==> src/rtl/fb_scanout.sv <==
// fb_scanout: VGA raster timing, 2x2-upscaled frame-buffer read addressing, and sync/enable alignment to returned RAM data.
// Ports: clk/rst (async, active-high); rd_addr_o/rd_en_o drive the 320x240 RAM read port, rd_data_i returns RD_LATENCY cycles later;
// rgb_o/hsync_o/vsync_o/de_o/frame_start_o are the aligned display outputs (syncs active-low, frame_start_o marks pixel (0,0)).
module fb_scanout #(
  parameter int H_ACTIVE   = 640,
  parameter int H_FP       = 16,
  parameter int H_SYNC     = 96,
  parameter int H_BP       = 48,
  parameter int V_ACTIVE   = 480,
  parameter int V_FP       = 10,
  parameter int V_SYNC     = 2,
  parameter int V_BP       = 33,
  parameter int RD_LATENCY = 2
) (
  input  logic        clk,
  input  logic        rst,
  output logic [16:0] rd_addr_o,
  output logic        rd_en_o,
  input  logic [11:0] rd_data_i,
  output logic [11:0] rgb_o,
  output logic        hsync_o,
  output logic        vsync_o,
  output logic        de_o,
  output logic        frame_start_o
);
  localparam int FB_W    = H_ACTIVE / 2;
  localparam int H_TOTAL = H_ACTIVE + H_FP + H_SYNC + H_BP;
  localparam int V_TOTAL = V_ACTIVE + V_FP + V_SYNC + V_BP;
  localparam int L       = RD_LATENCY + 2;
  logic [10:0]  h_cnt, v_cnt;
  logic [16:0]  line_base;
  logic [11:0]  data_q;
  logic [L-1:0] act_d, hs_d, vs_d, fs_d;
  logic         h_end, v_end, act_raw, hs_raw, vs_raw, fs_raw;
  assign h_end   = h_cnt == 11'(H_TOTAL - 1);
  assign v_end   = v_cnt == 11'(V_TOTAL - 1);
  assign act_raw = h_cnt < 11'(H_ACTIVE) && v_cnt < 11'(V_ACTIVE);
  assign hs_raw  = !(h_cnt >= 11'(H_ACTIVE + H_FP) && h_cnt < 11'(H_ACTIVE + H_FP + H_SYNC));
  assign vs_raw  = !(v_cnt >= 11'(V_ACTIVE + V_FP) && v_cnt < 11'(V_ACTIVE + V_FP + V_SYNC));
  assign fs_raw  = h_cnt == '0 && v_cnt == '0;
  always_ff @(posedge clk or posedge rst) begin
    if (rst) begin
      h_cnt     <= '0;
      v_cnt     <= '0;
      line_base <= '0;
      rd_addr_o <= '0;
      rd_en_o   <= 1'b0;
      data_q    <= '0;
      act_d     <= '0;
      hs_d      <= '1;
      vs_d      <= '1;
      fs_d      <= '0;
    end else begin
      h_cnt <= h_end ? '0 : h_cnt + 11'd1;
      // line_base steps one stored row only after the second (odd) copy of each active line
      if (h_end) begin
        v_cnt     <= v_end ? '0 : v_cnt + 11'd1;
        line_base <= v_end ? '0 : (v_cnt[0] && v_cnt < 11'(V_ACTIVE)) ? line_base + 17'(FB_W) : line_base;
      end
      rd_en_o <= act_raw;
      if (act_raw) rd_addr_o <= line_base + 17'(h_cnt >> 1);
      data_q <= rd_data_i;
      act_d  <= {act_d[L-2:0], act_raw};
      hs_d   <= {hs_d[L-2:0], hs_raw};
      vs_d   <= {vs_d[L-2:0], vs_raw};
      fs_d   <= {fs_d[L-2:0], fs_raw};
    end
  end
  assign de_o          = act_d[L-1];
  assign hsync_o       = hs_d[L-1];
  assign vsync_o       = vs_d[L-1];
  assign frame_start_o = fs_d[L-1];
  assign rgb_o         = de_o ? data_q : '0;
endmodule

==> config.mk <==
export PLATFORM = sky130hd
export DESIGN_NAME = fb_scanout
export DESIGN_NICKNAME = d
export VERILOG_FILES = /design/src/rtl/fb_scanout.sv
export SDC_FILE = /design/constraint.sdc
export NUM_CORES = 1
export LEC_CHECK = 0
export BUFFER_PORTS_ARGS = -buffer_cell sky130_fd_sc_hd__buf_2
export CAP_MARGIN = 10
export CORE_MARGIN = 2
export CORE_UTILIZATION = 55
export DETAILED_ROUTE_END_ITERATION = 8
export GPL_TIMING_DRIVEN = 0
export PLACE_DENSITY = 0.77
export SLEW_MARGIN = 20
export SYNTH_ARGS = -nofsm -noshare
export SYNTH_HDL_FRONTEND = slang
export SYNTH_SLANG_ARGS = --single-unit
export TNS_END_PERCENT = 30
==> constraint.sdc <==
create_clock -name clk -period 2.4 [get_ports clk]
set_input_delay 0.12 -clock clk [delete_from_list [all_inputs] [get_ports clk]]
set_output_delay 0.12 -clock clk [all_outputs]
set_load 0.01 [all_outputs]
==> reports/metrics.csv, run 1 <==
stage,metric,value,unit
drt,DRT Wirelength,6730,um
power,P_leak,1.93,nW
timing,relative slew slack,53.6,%
drt,via count,2564,
global_route,gr usage total,20.4,%
timing,pins over their slew limit,0,
logic_synthesis,synthesized area per cell,11.1,um2
drt,DR vias/cell,5.43,
placed_design,hpwl dp,4670,um
floorplanning,Initial Utilization,56.2,%
flow_run,total of max-cap violations,0,
logic_synthesis,Synth Instances,318,
final_layout,share of layout cells above drive strength 1,23.8,%
logic_synthesis,Netlist Area Pre-Place,3530,um2
logic_synthesis,largest family of logic cells by synthesized area,simple AND/OR/NAND/NOR gates,
global_route,initial antenna violation count,0,
final_layout,antenna cell count,0,
floorplanning,I/O pin total,48,
logic_synthesis,Post-Synth Adder-Cell Area,3.90,%
min_path,worst hold path type,primary input to async pin,
global_route,grt total ovfl,0,
timing,Fin. Hold Viols,0,
floorplanning,core area,6280,um2
setup_path,Critical Path AT,2.55,ns
setup_path,CP max-delay cell,or4b_1,
timing,Worst Hold Slack,0.343,ns
timing,max frequency,433,MHz
setup_path,crit path cell chain,inv_1 -> ha_1 -> or4b_1 -> nor4_4 -> and2_1 -> buf_4 -> nor3_1,
clocking,Num CTS Buffers,9,
global_route,largest net degree at the start of global routing,41,
clocking,Longest Clk Path Bufs,2,
drt,Routed wire per std cell,14.3,um
outcome,status,"complete, no violations",
logic_synthesis,Synth Flop Type,dfrtp_1,
global_route,first-pass GRT wire length,11400,um
drt,Iteration-0 DRC Markers,139,
setup_path,CP Max Fanout,10,
drt,Post-route DRC,0,
setup_path,CP Launch Type,register,
logic_synthesis,Simple-Gate Fraction of Synth Area,19.8,%
final_layout,Nets,415,
logic_synthesis,Post-Synth XOR/XNOR Area,8.44,%
clocking,htree depth,3,
timing,period utilisation layout,96.3,%
logic_synthesis,"Distinct cells, synth",48,
floorplanning,DIE HEIGHT,84.1,um
placed_design,PortBufs,47,
timing,# setup viols final,0,
timing,post-route setup TNS,0,ns
timing,slew of the pin with the lowest slew margin,0.690,ns
setup_path,required time of the critical path,2.64,ns
setup_path,critical path type,register to register,
logic_synthesis,multiplexer share of the synthesized area,1.28,%
placed_design,dpl ws,0.0426,ns
clocking,CTS tree,built,
clocking,worst skew pair latency,0.35,ns
drt,ANT nets after route,0,
logic_synthesis,number of synthesized flops with an enable pin,0,
clocking,CTS root buf,clkbuf_8,
timing,Final min period,2.31,ns
global_route,vias in the first global route,2463,
floorplanning,Die ar.,7070,um2
placed_design,routability cong.,0.840,
clocking,clock slew at reported path FFs,0.08,ns
timing,setup slack after layout,0.0898,ns
logic_synthesis,Synth Register Bits,78,
setup_path,Critical Path End Type,register,
setup_path,CP peak stage delay,0.53,ns
logic_synthesis,sequential area share after synthesis,55.6,%
power,worst vdd ir,0.438,mV
placed_design,placed insts,443,
timing,Final Skew,0.00834,ns
logic_synthesis,Compound-Gate Fraction of Synth Area,7.09,%
final_layout,final cell count without fillers,472,
clocking,CTS sink count,78,
floorplanning,row count,29,
final_layout,"Area growth, synth to finish",19.7,%
final_layout,final design utilization,67.3,%
power,pwr/cell area,566,nW/um2
logic_synthesis,Yosys warning count,0,
floorplanning,die width,84.1,um
logic_synthesis,synthesized net count,343,
logic_synthesis,fraction of registers with async set/reset,100,%
drt,Pre-antenna DRT Iters,4,
[final cells by class]
class / count / area, um2
fillers: 466 / 2050
flip-flops and latches: 78 / 1960
multi-input cells: 217 / 1440
repair buffers: 61 / 385
clock buffers: 11 / 141
plain buffers: 13 / 98.8
well taps: 77 / 96.3
clock inverters: 5 / 58.8
inverters: 10 / 40.0
[cell usage after synthesis (2+ instances only)]
cell | count | area (um2)
a21o_1 | 2 | 15.0
a21oi_1 | 6 | 30.0
and2_1 | 15 | 93.8
and3_1 | 3 | 18.8
and4_1 | 2 | 17.5
buf_6 | 6 | 67.6
clkbuf_1 | 5 | 18.8
dfrtp_1 | 70 | 1750
dfstp_2 | 8 | 210
ha_1 | 11 | 138
inv_1 | 10 | 37.5
mux2_2 | 4 | 45.0
nand2_1 | 32 | 120
nand3_1 | 9 | 45.0
nand3b_1 | 2 | 15.0
nand4_1 | 11 | 68.8
nor2_1 | 21 | 78.8
nor3_1 | 8 | 40.0
nor4_1 | 8 | 50.1
o2111ai_1 | 2 | 17.5
o211ai_1 | 2 | 15.0
o21ai_0 | 18 | 90.1
o21ai_1 | 4 | 20.0
o31ai_1 | 3 | 22.5
xnor2_1 | 17 | 149
xor2_1 | 17 | 149
[routing by layer]
metal	share of wire [%]	up-vias	wire length [um]	GRT usage (%)
li1	-	1244	-	-
met1	45	1229	3030	26.5
met2	48	77	3230	32.4
met3	4.8	14	326	4.25
met4	2.2	0	146	10.3
met5	0	-	0	0
[state kept, by name (all words and copies together), names as in the netlist]
name	cells
fs_d	4
vs_d	4
line_base	11
data_q	12
v_cnt	11
hs_d	4
rd_addr_o	17
h_cnt	11
act_d	4
[per-stage QoR]
| step | area (um2) | total power [W] |
|---|---|---|
| after floorplan | 3530 | 0.00139 |
| after global placement | 3860 | 0.00141 |
| after detailed placement | 3880 | 0.00142 |
| after CTS | 4210 | 0.00241 |
| after global routing | 4220 | 0.00248 |
| final | 4220 | 0.00239 |
[placed cells by master (no fill, tap or decap), types with 2 or more instances in the layout]
cell type / synthesis / layout
a21o_1: 2 / 2
a21oi_1: 6 / 6
and2_1: 15 / 15
and3_1: 3 / 3
and4_1: 2 / 2
buf_2: 0 / 47
buf_6: 6 / 6
clkbuf_1: 5 / 6
clkbuf_8: 0 / 10
clkinvlp_4: 0 / 2
dfrtp_1: 70 / 70
dfstp_2: 8 / 8
dlygate4sd3_1: 0 / 13
ha_1: 11 / 11
inv_1: 10 / 9
mux2_2: 4 / 4
nand2_1: 32 / 32
nand3_1: 9 / 9
nand3b_1: 2 / 2
nand4_1: 11 / 11
nor2_1: 21 / 21
nor3_1: 8 / 8
nor4_1: 8 / 8
o2111ai_1: 2 / 2
o211ai_1: 2 / 2
o21ai_0: 18 / 18
o21ai_1: 4 / 4
o31ai_1: 3 / 3
xnor2_1: 17 / 17
xor2_1: 17 / 17
[critical path: cells and delay by family (launching register included)]
kind                     cells  cell delay [ns]
buffers and inverters        2             0.32
adder cells (fa/ha/maj)      1             0.15
flip-flops                   1             0.49
AND/OR/NAND/NOR              4             1.24
[timing repair]
item,4_1_cts,5_1_grt
endpoints found under the setup margin,0,17
hold buffers,13,0
resized for setup,0,2
buffers inserted,0,0
hold endpoints to repair,43,0
[final timing paths]
check                      slack (ns)  cells past startpoint             to  startpoint
hold / removal                   0.34                      3       h_cnt[6]         rst
min in group clk                 0.35                      0       act_d[3]    act_d[2]
setup / recovery                 0.09                      7  line_base[14]    v_cnt[0]
setup reg to reg                 0.09                      7  line_base[14]    v_cnt[0]
max in group asynchronous        1.45                      4        hs_d[3]         rst
hold reg to reg                  0.35                      0       act_d[3]    act_d[2]
[logic make-up after synthesis]
kind of cell    after synthesis
fa+ha+maj                    11
simple gates                125
other cells                   1
xor+xnor                     34
buf+inv                      23
compound gates               42
mux                           4
flops                        78
[power breakdown]
group,total (W),switching [W],internal [W],leakage (nW)
Combinational,0.0000807,0.0000426,0.0000381,0.849
Clock,0.000984,0.000475,0.000509,0.0955
Sequential,0.00133,0.00000326,0.00132,0.987
Note: power is estimated with default switching activity, not from simulation.
==> run 2, diff against run 1 <==
--- a/config.mk
+++ b/config.mk
@@ -12,6 +12,7 @@
 export DETAILED_ROUTE_END_ITERATION = 8
 export GPL_TIMING_DRIVEN = 0
 export PLACE_DENSITY = 0.77
+export RECOVER_POWER = 100
 export SLEW_MARGIN = 20
 export SYNTH_ARGS = -nofsm -noshare
 export SYNTH_HDL_FRONTEND = slang
==> reports/metrics.csv, run 2 (synthesized netlist as in run 1, its figures left out) <==
stage,metric,value,unit,change
outcome,status,"complete, no violations",,
clocking,Num CTS Buffers,9,,unchanged
final_layout,Reg with most FFs,rd_addr_o,,
drt,Iteration-0 DRC Markers,172,,+24%
final_layout,max reg flops,17,,unchanged
global_route,grt total ovfl,0,,unchanged
global_route,vias in the first global route,2463,,unchanged
global_route,gr usage total,20.4,%,unchanged
power,worst vdd ir,0.458,mV,+4.7%
global_route,first-pass GRT wire length,11400,um,unchanged
timing,Fin. Hold Viols,0,,unchanged
floorplanning,Die ar.,7070,um2,unchanged
drt,DR vias/cell,5.44,,+0.12%
setup_path,Critical Path AT,2.55,ns,about the same
clocking,worst skew pair latency,0.35,ns,about the same
timing,post-route setup TNS,0,ns,unchanged
floorplanning,die width,84.1,um,unchanged
timing,# setup viols final,0,,unchanged
power,Switching Share,21.9,%,+0.093 points
final_layout,"commonest non-fill, non-tap cell in the layout",dfrtp_1,,
floorplanning,I/O pin total,48,,unchanged
setup_path,required time of the critical path,2.64,ns,about the same
clocking,CTS sink count,78,,unchanged
timing,period utilisation layout,96.3,%,about the same
setup_path,CP top delay family,simple AND/OR/NAND/NOR gates,,
setup_path,CP peak stage delay,0.53,ns,about the same
placed_design,hpwl dp,4670,um,unchanged
setup_path,worst path bufs/invs,2,,unchanged
power,clock share of power,41.2,%,about the same
min_path,worst hold path stage count,0,,
clocking,htree depth,3,,unchanged
flow_run,total of max-cap violations,0,,unchanged
timing,Final min period,2.31,ns,+0.000932 ns
placed_design,dpl ws,0.0426,ns,unchanged
setup_path,CP Launch Type,register,,
power,Comb pwr share,3.3,%,about the same
timing,relative slew slack,4.34,%,-49 points
drt,via count,2567,,+0.12%
final_layout,largest registers,"rd_addr_o: 17 flops, data_q: 12 flops",,
clocking,CTS tree,built,,
drt,Routed wire per std cell,14.4,um,+0.77%
final_layout,antenna cell count,0,,unchanged
global_route,largest net degree at the start of global routing,41,,unchanged
setup_path,CP Max Fanout,10,,unchanged
power,pwr/cell area,572,nW/um2,+0.92%
clocking,CTS root buf,clkbuf_8,,
placed_design,routability cong.,0.840,,unchanged
clocking,Longest Clk Path Bufs,2,,unchanged
clocking,clock slew at reported path FFs,0.08,ns,about the same
setup_path,critical path type,register to register,,
final_layout,Nets,415,,unchanged
final_layout,"commonest cells after routing, fill and taps aside","dfrtp_1 (70), clkbuf_1 (34), nand2_1 (32)",,
setup_path,Critical Path End Type,register,,
timing,setup slack after layout,0.0888,ns,-0.000932 ns
power,P_sw,0.000523,W,+0.42%
setup_path,cell depth of the worst setup path,7,,unchanged
timing,pins over their slew limit,0,,unchanged
drt,ANT nets after route,0,,unchanged
final_layout,"Area growth, synth to finish",18.6,%,
timing,slew of the pin with the lowest slew margin,1.43,ns,+0.743 ns
final_layout,share of layout cells above drive strength 1,16.2,%,-7.6 points
floorplanning,row count,29,,unchanged
timing,max frequency,433,MHz,about the same
timing,Final Skew,0.00912,ns,+0.000779 ns
setup_path,crit path cell chain,inv_1 -> ha_1 -> or4b_1 -> nor4_4 -> and2_1 -> buf_4 -> nor3_1,,
power,P_int,0.00187,W,-0.13%
power,P_leak,1.84,nW,-4.9%
floorplanning,Initial Utilization,56.2,%,unchanged
floorplanning,core area,6280,um2,unchanged
global_route,initial antenna violation count,0,,unchanged
drt,Pre-antenna DRT Iters,4,,unchanged
drt,DRT Wirelength,6780,um,+0.77%
setup_path,CP max-delay cell,or4b_1,,
power,Sequential Power Share,55.5,%,about the same
setup_path,Reg2Reg Depth,7,,unchanged
floorplanning,DIE HEIGHT,84.1,um,unchanged
placed_design,PortBufs,47,,unchanged
drt,Post-route DRC,0,,unchanged
min_path,worst hold path type,register to register,,
==> run 2: cell types whose count changed in the layout (fill, tap and decap cells not counted), moves of 3 or more <==
cell	before	now
buf_2	47	19
and2_1	15	8
o21ai_0	18	21
and2_0	0	7
o21ai_1	4	1
clkbuf_1	6	34
==> run 2: through the flow <==
step                instances  power (W)  instance area (um2)  hold WS [ns]  utilization (%)
detailed placement        443    0.00142                 3880         0.184             61.9
finish                    472    0.00239                 4190         0.352             66.7
CTS                       472    0.00241                 4210         0.352             67.1
floorplan                 318    0.00139                 3530         0.151                -
global placement          442    0.00141                 3860         0.227             61.5
global route              472    0.00248                 4190         0.362             66.7
==> run 2: power by group through the flow <==
stage / sequential (W) / combinational [W] / clock, W
after global placement: 0.00135 / 0.0000600 / 0
after floorplan: 0.00135 / 0.0000336 / 0
final: 0.00133 / 0.0000782 / 0.000986
after global routing: 0.00133 / 0.0000891 / 0.00106
after detailed placement: 0.00135 / 0.0000666 / 0
after CTS: 0.00133 / 0.0000832 / 0.00100
==> run 2: final timing paths <==
check                                 to  slack, ns     start
hold / removal                  act_d[3]       0.35  act_d[2]
setup reg to reg           line_base[14]       0.09  v_cnt[0]
hold reg to reg                 act_d[3]       0.35  act_d[2]
setup / recovery           line_base[14]       0.09  v_cnt[0]
min in group asynchronous       h_cnt[6]       0.73       rst
max in group asynchronous        hs_d[3]       0.76       rst
==> run 2: repair_timing <==
| action | in CTS | in global routing |
|---|---|---|
| setup endpoints to repair | 0 | 17 |
| buffers inserted | 0 | 0 |
| hold buffers | 13 | 0 |
| endpoints found under the hold margin | 43 | 0 |
| resized for setup | 0 | 2 |
==> run 2: area by class of cell <==
type                       count  area (um2)
fill                         490        2090
sequential                    78        1960
multi-input combinational    217        1440
timing repair buffer          61         350
clock buffer                  11         141
buffer                        13        98.8
tap                           77        96.3
clock inverter                 5        58.8
inverter                      10        37.5
==> run 2: per-layer routing <==
layer / wire length [um] / part of all wire, % / vias up / global-route usage, %
met5: 0 / 0 / - / 0
met4: 165 / 2.4 / 0 / 10.3
met3: 354 / 5.2 / 18 / 4.25
met2: 3230 / 48 / 75 / 32.4
met1: 3030 / 45 / 1237 / 26.5
li1: - / - / 1237 / -
==> run 3, diff against run 2 <==
--- a/config.mk
+++ b/config.mk
@@ -7,11 +7,12 @@
 export LEC_CHECK = 0
 export BUFFER_PORTS_ARGS = -buffer_cell sky130_fd_sc_hd__buf_2
 export CAP_MARGIN = 10
+export CORE_ASPECT_RATIO = 1.25
 export CORE_MARGIN = 2
 export CORE_UTILIZATION = 55
 export DETAILED_ROUTE_END_ITERATION = 8
 export GPL_TIMING_DRIVEN = 0
-export PLACE_DENSITY = 0.77
+export PLACE_DENSITY_LB_ADDON = 0.1
 export RECOVER_POWER = 100
 export SLEW_MARGIN = 20
 export SYNTH_ARGS = -nofsm -noshare
==> reports/metrics.csv, run 3 (synthesized netlist as in run 1, its figures left out) <==
stage,metric,value,unit,change
setup_path,CP Max Fanout,7,,-3
timing,slew of the pin with the lowest slew margin,1.09,ns,-0.342 ns
final_layout,"Area growth, synth to finish",19.4,%,
flow_run,total of max-cap violations,0,,unchanged
global_route,first-pass GRT wire length,11200,um,-1.8%
min_path,worst hold path type,register to register,,
timing,RSZ-0062 raised after global routing,false,,
setup_path,required time of the critical path,2.62,ns,-0.02 ns
final_layout,Reg with most FFs,rd_addr_o,,
final_layout,largest registers,"rd_addr_o: 17 flops, data_q: 12 flops",,
final_layout,"commonest cells after routing, fill and taps aside","dfrtp_1 (70), nand2_1 (32), clkbuf_1 (31)",,
global_route,vias in the first global route,2470,,+0.28%
floorplanning,die width,75.7,um,-10%
final_layout,max reg flops,17,,unchanged
drt,Pre-antenna DRT Iters,4,,unchanged
outcome,status,"complete, no violations",,
setup_path,r2r setup slk,0.11,ns,+0.02 ns
timing,Fin. Hold Viols,0,,unchanged
timing,relative slew slack,26.8,%,+22 points
global_route,largest net degree at the start of global routing,54,,+32%
timing,period utilisation layout,95.4,%,-0.91 points
setup_path,Critical Path AT,2.51,ns,-0.04 ns
min_path,min-delay src,fs_d[1],,
drt,DRT Wirelength,6860,um,+1.1%
global_route,gr usage total,21.2,%,+0.81 points
setup_path,critical path type,register to register,,
power,worst vdd ir,0.365,mV,-20%
timing,Final min period,2.29,ns,-0.0219 ns
power,P_leak,1.85,nW,+0.78%
floorplanning,I/O pin total,48,,unchanged
timing,# setup viols final,0,,unchanged
setup_path,reg2reg start,v_cnt[0],,
final_layout,final instance area,4220,um2,+0.72%
clocking,clock slew at reported path FFs,0.08,ns,about the same
final_layout,"commonest non-fill, non-tap cell in the layout",dfrtp_1,,
power,total power,0.00250,W,+4.5%
floorplanning,Die ar.,7080,um2,about the same
drt,Iteration-0 DRC Markers,54,,-69%
min_path,worst hold endpoint,fs_d[2],,
clocking,worst skew pair latency,0.35,ns,about the same
timing,post-route setup TNS,0,ns,unchanged
power,pwr/cell area,593,nW/um2,+3.8%
drt,ANT nets after route,0,,unchanged
global_route,grt total ovfl,0,,unchanged
timing,Worst Hold Slack,0.347,ns,-0.00452 ns
drt,Routed wire per std cell,14.3,um,-0.54%
final_layout,Nets,415,,unchanged
setup_path,Reg2Reg Depth,7,,unchanged
clocking,Num CTS Buffers,9,,unchanged
timing,max frequency,437,MHz,+0.96%
floorplanning,core area,6210,um2,-1.1%
drt,DR vias/cell,5.27,,-3.1%
placed_design,hpwl dp,4690,um,+0.47%
placed_design,PortBufs,47,,unchanged
setup_path,Worst R2R End,v_cnt[9],,
clocking,CTS sink count,78,,unchanged
clocking,htree depth,3,,unchanged
placed_design,routability cong.,0.816,,-2.9%
floorplanning,Initial Utilization,56.9,%,+0.65 points
global_route,initial antenna violation count,0,,unchanged
min_path,worst hold path stage count,0,,unchanged
timing,pins over their slew limit,0,,unchanged
drt,via count,2529,,-1.5%
final_layout,antenna cell count,0,,unchanged
clocking,CTS root buf,clkbuf_8,,
clocking,Longest Clk Path Bufs,2,,unchanged
drt,Post-route DRC,0,,unchanged
floorplanning,row count,32,,+10%
clocking,CTS tree,built,,
placed_design,area post-placement,3900,um2,+0.45%
final_layout,share of layout cells above drive strength 1,17.2,%,+1.0 points
timing,Final Skew,0.00781,ns,-0.00131 ns
setup_path,CP Launch Type,register,,
floorplanning,DIE HEIGHT,93.6,um,+11%
setup_path,Critical Path End Type,register,,
## run 3: what timing repair did
| action | 4_1_cts | 5_1_grt |
|---|---|---|
| setup buffers | 0 | 0 |
| gates resized for setup | 1 | 1 |
| hold buffers | 13 | 0 |
| setup endpoints to repair | 1 | 3 |
| hold endpoints to repair | 29 | 0 |
## run 3: metrics by stage
stage / worst slack [ns] / cells / util, %
2_1_floorplan: 0.298 / 318 / -
3_3_place_gp: -0.535 / 450 / 62.4
5_1_grt: 0.00116 / 480 / 67.9
6_report: 0.111 / 480 / 67.9
4_1_cts: 0.0763 / 480 / 68.8
3_5_place_dp: 0.00255 / 451 / 62.9
## run 3: layout make-up
class	count	area [um2]
plain buffers	13	98.8
clock buffers	10	138
clock inverters	6	91.3
fillers	486	1990
inverters	10	38.8
multi-input cells	217	1440
flip-flops and latches	78	1960
well taps	85	106
repair buffers	61	340
## run 3: critical path: stages (launching register included)
cell,delay [ns]
dfrtp_1,0.48
inv_1,0.15
ha_1,0.18
or4b_1,0.52
nor4_4,0.40
nand2_1,0.21
o211ai_1,0.14
o31ai_1,0.09
## run 3: per-layer routing
| layer | wire (um) | vias to the layer above | track usage, % | part of all wire (%) |
|---|---|---|---|---|
| li1 | - | 1248 | - | - |
| met1 | 2950 | 1207 | 25.2 | 43 |
| met2 | 3450 | 67 | 36.0 | 50 |
| met3 | 371 | 7 | 5.60 | 5.4 |
| met4 | 93 | 0 | 7.75 | 1.4 |
| met5 | 0 | - | 0 | 0 |
## run 3: how the worst max path moves through the flow
stage / startpoint / end / slack, ns / depth (start not counted)
floorplan: rst / act_d[0] / 0.30 / 1
global placement: rst / line_base[11] / -0.54 / 2
detailed placement: v_cnt[0] / v_cnt[9] / 0.003 / 7
CTS: v_cnt[0] / v_cnt[9] / 0.08 / 7
global route: v_cnt[0] / line_base[7] / 0.001 / 7
finish: v_cnt[0] / v_cnt[9] / 0.11 / 7
## run 3: report_power, final
part / leakage, nW / internal [W] / total (W) / switching [W]
clock network: 0.117 / 0.000621 / 0.00110 / 0.000476
registers: 0.987 / 0.00132 / 0.00133 / 0.00000267
logic: 0.747 / 0.0000337 / 0.0000763 / 0.0000426
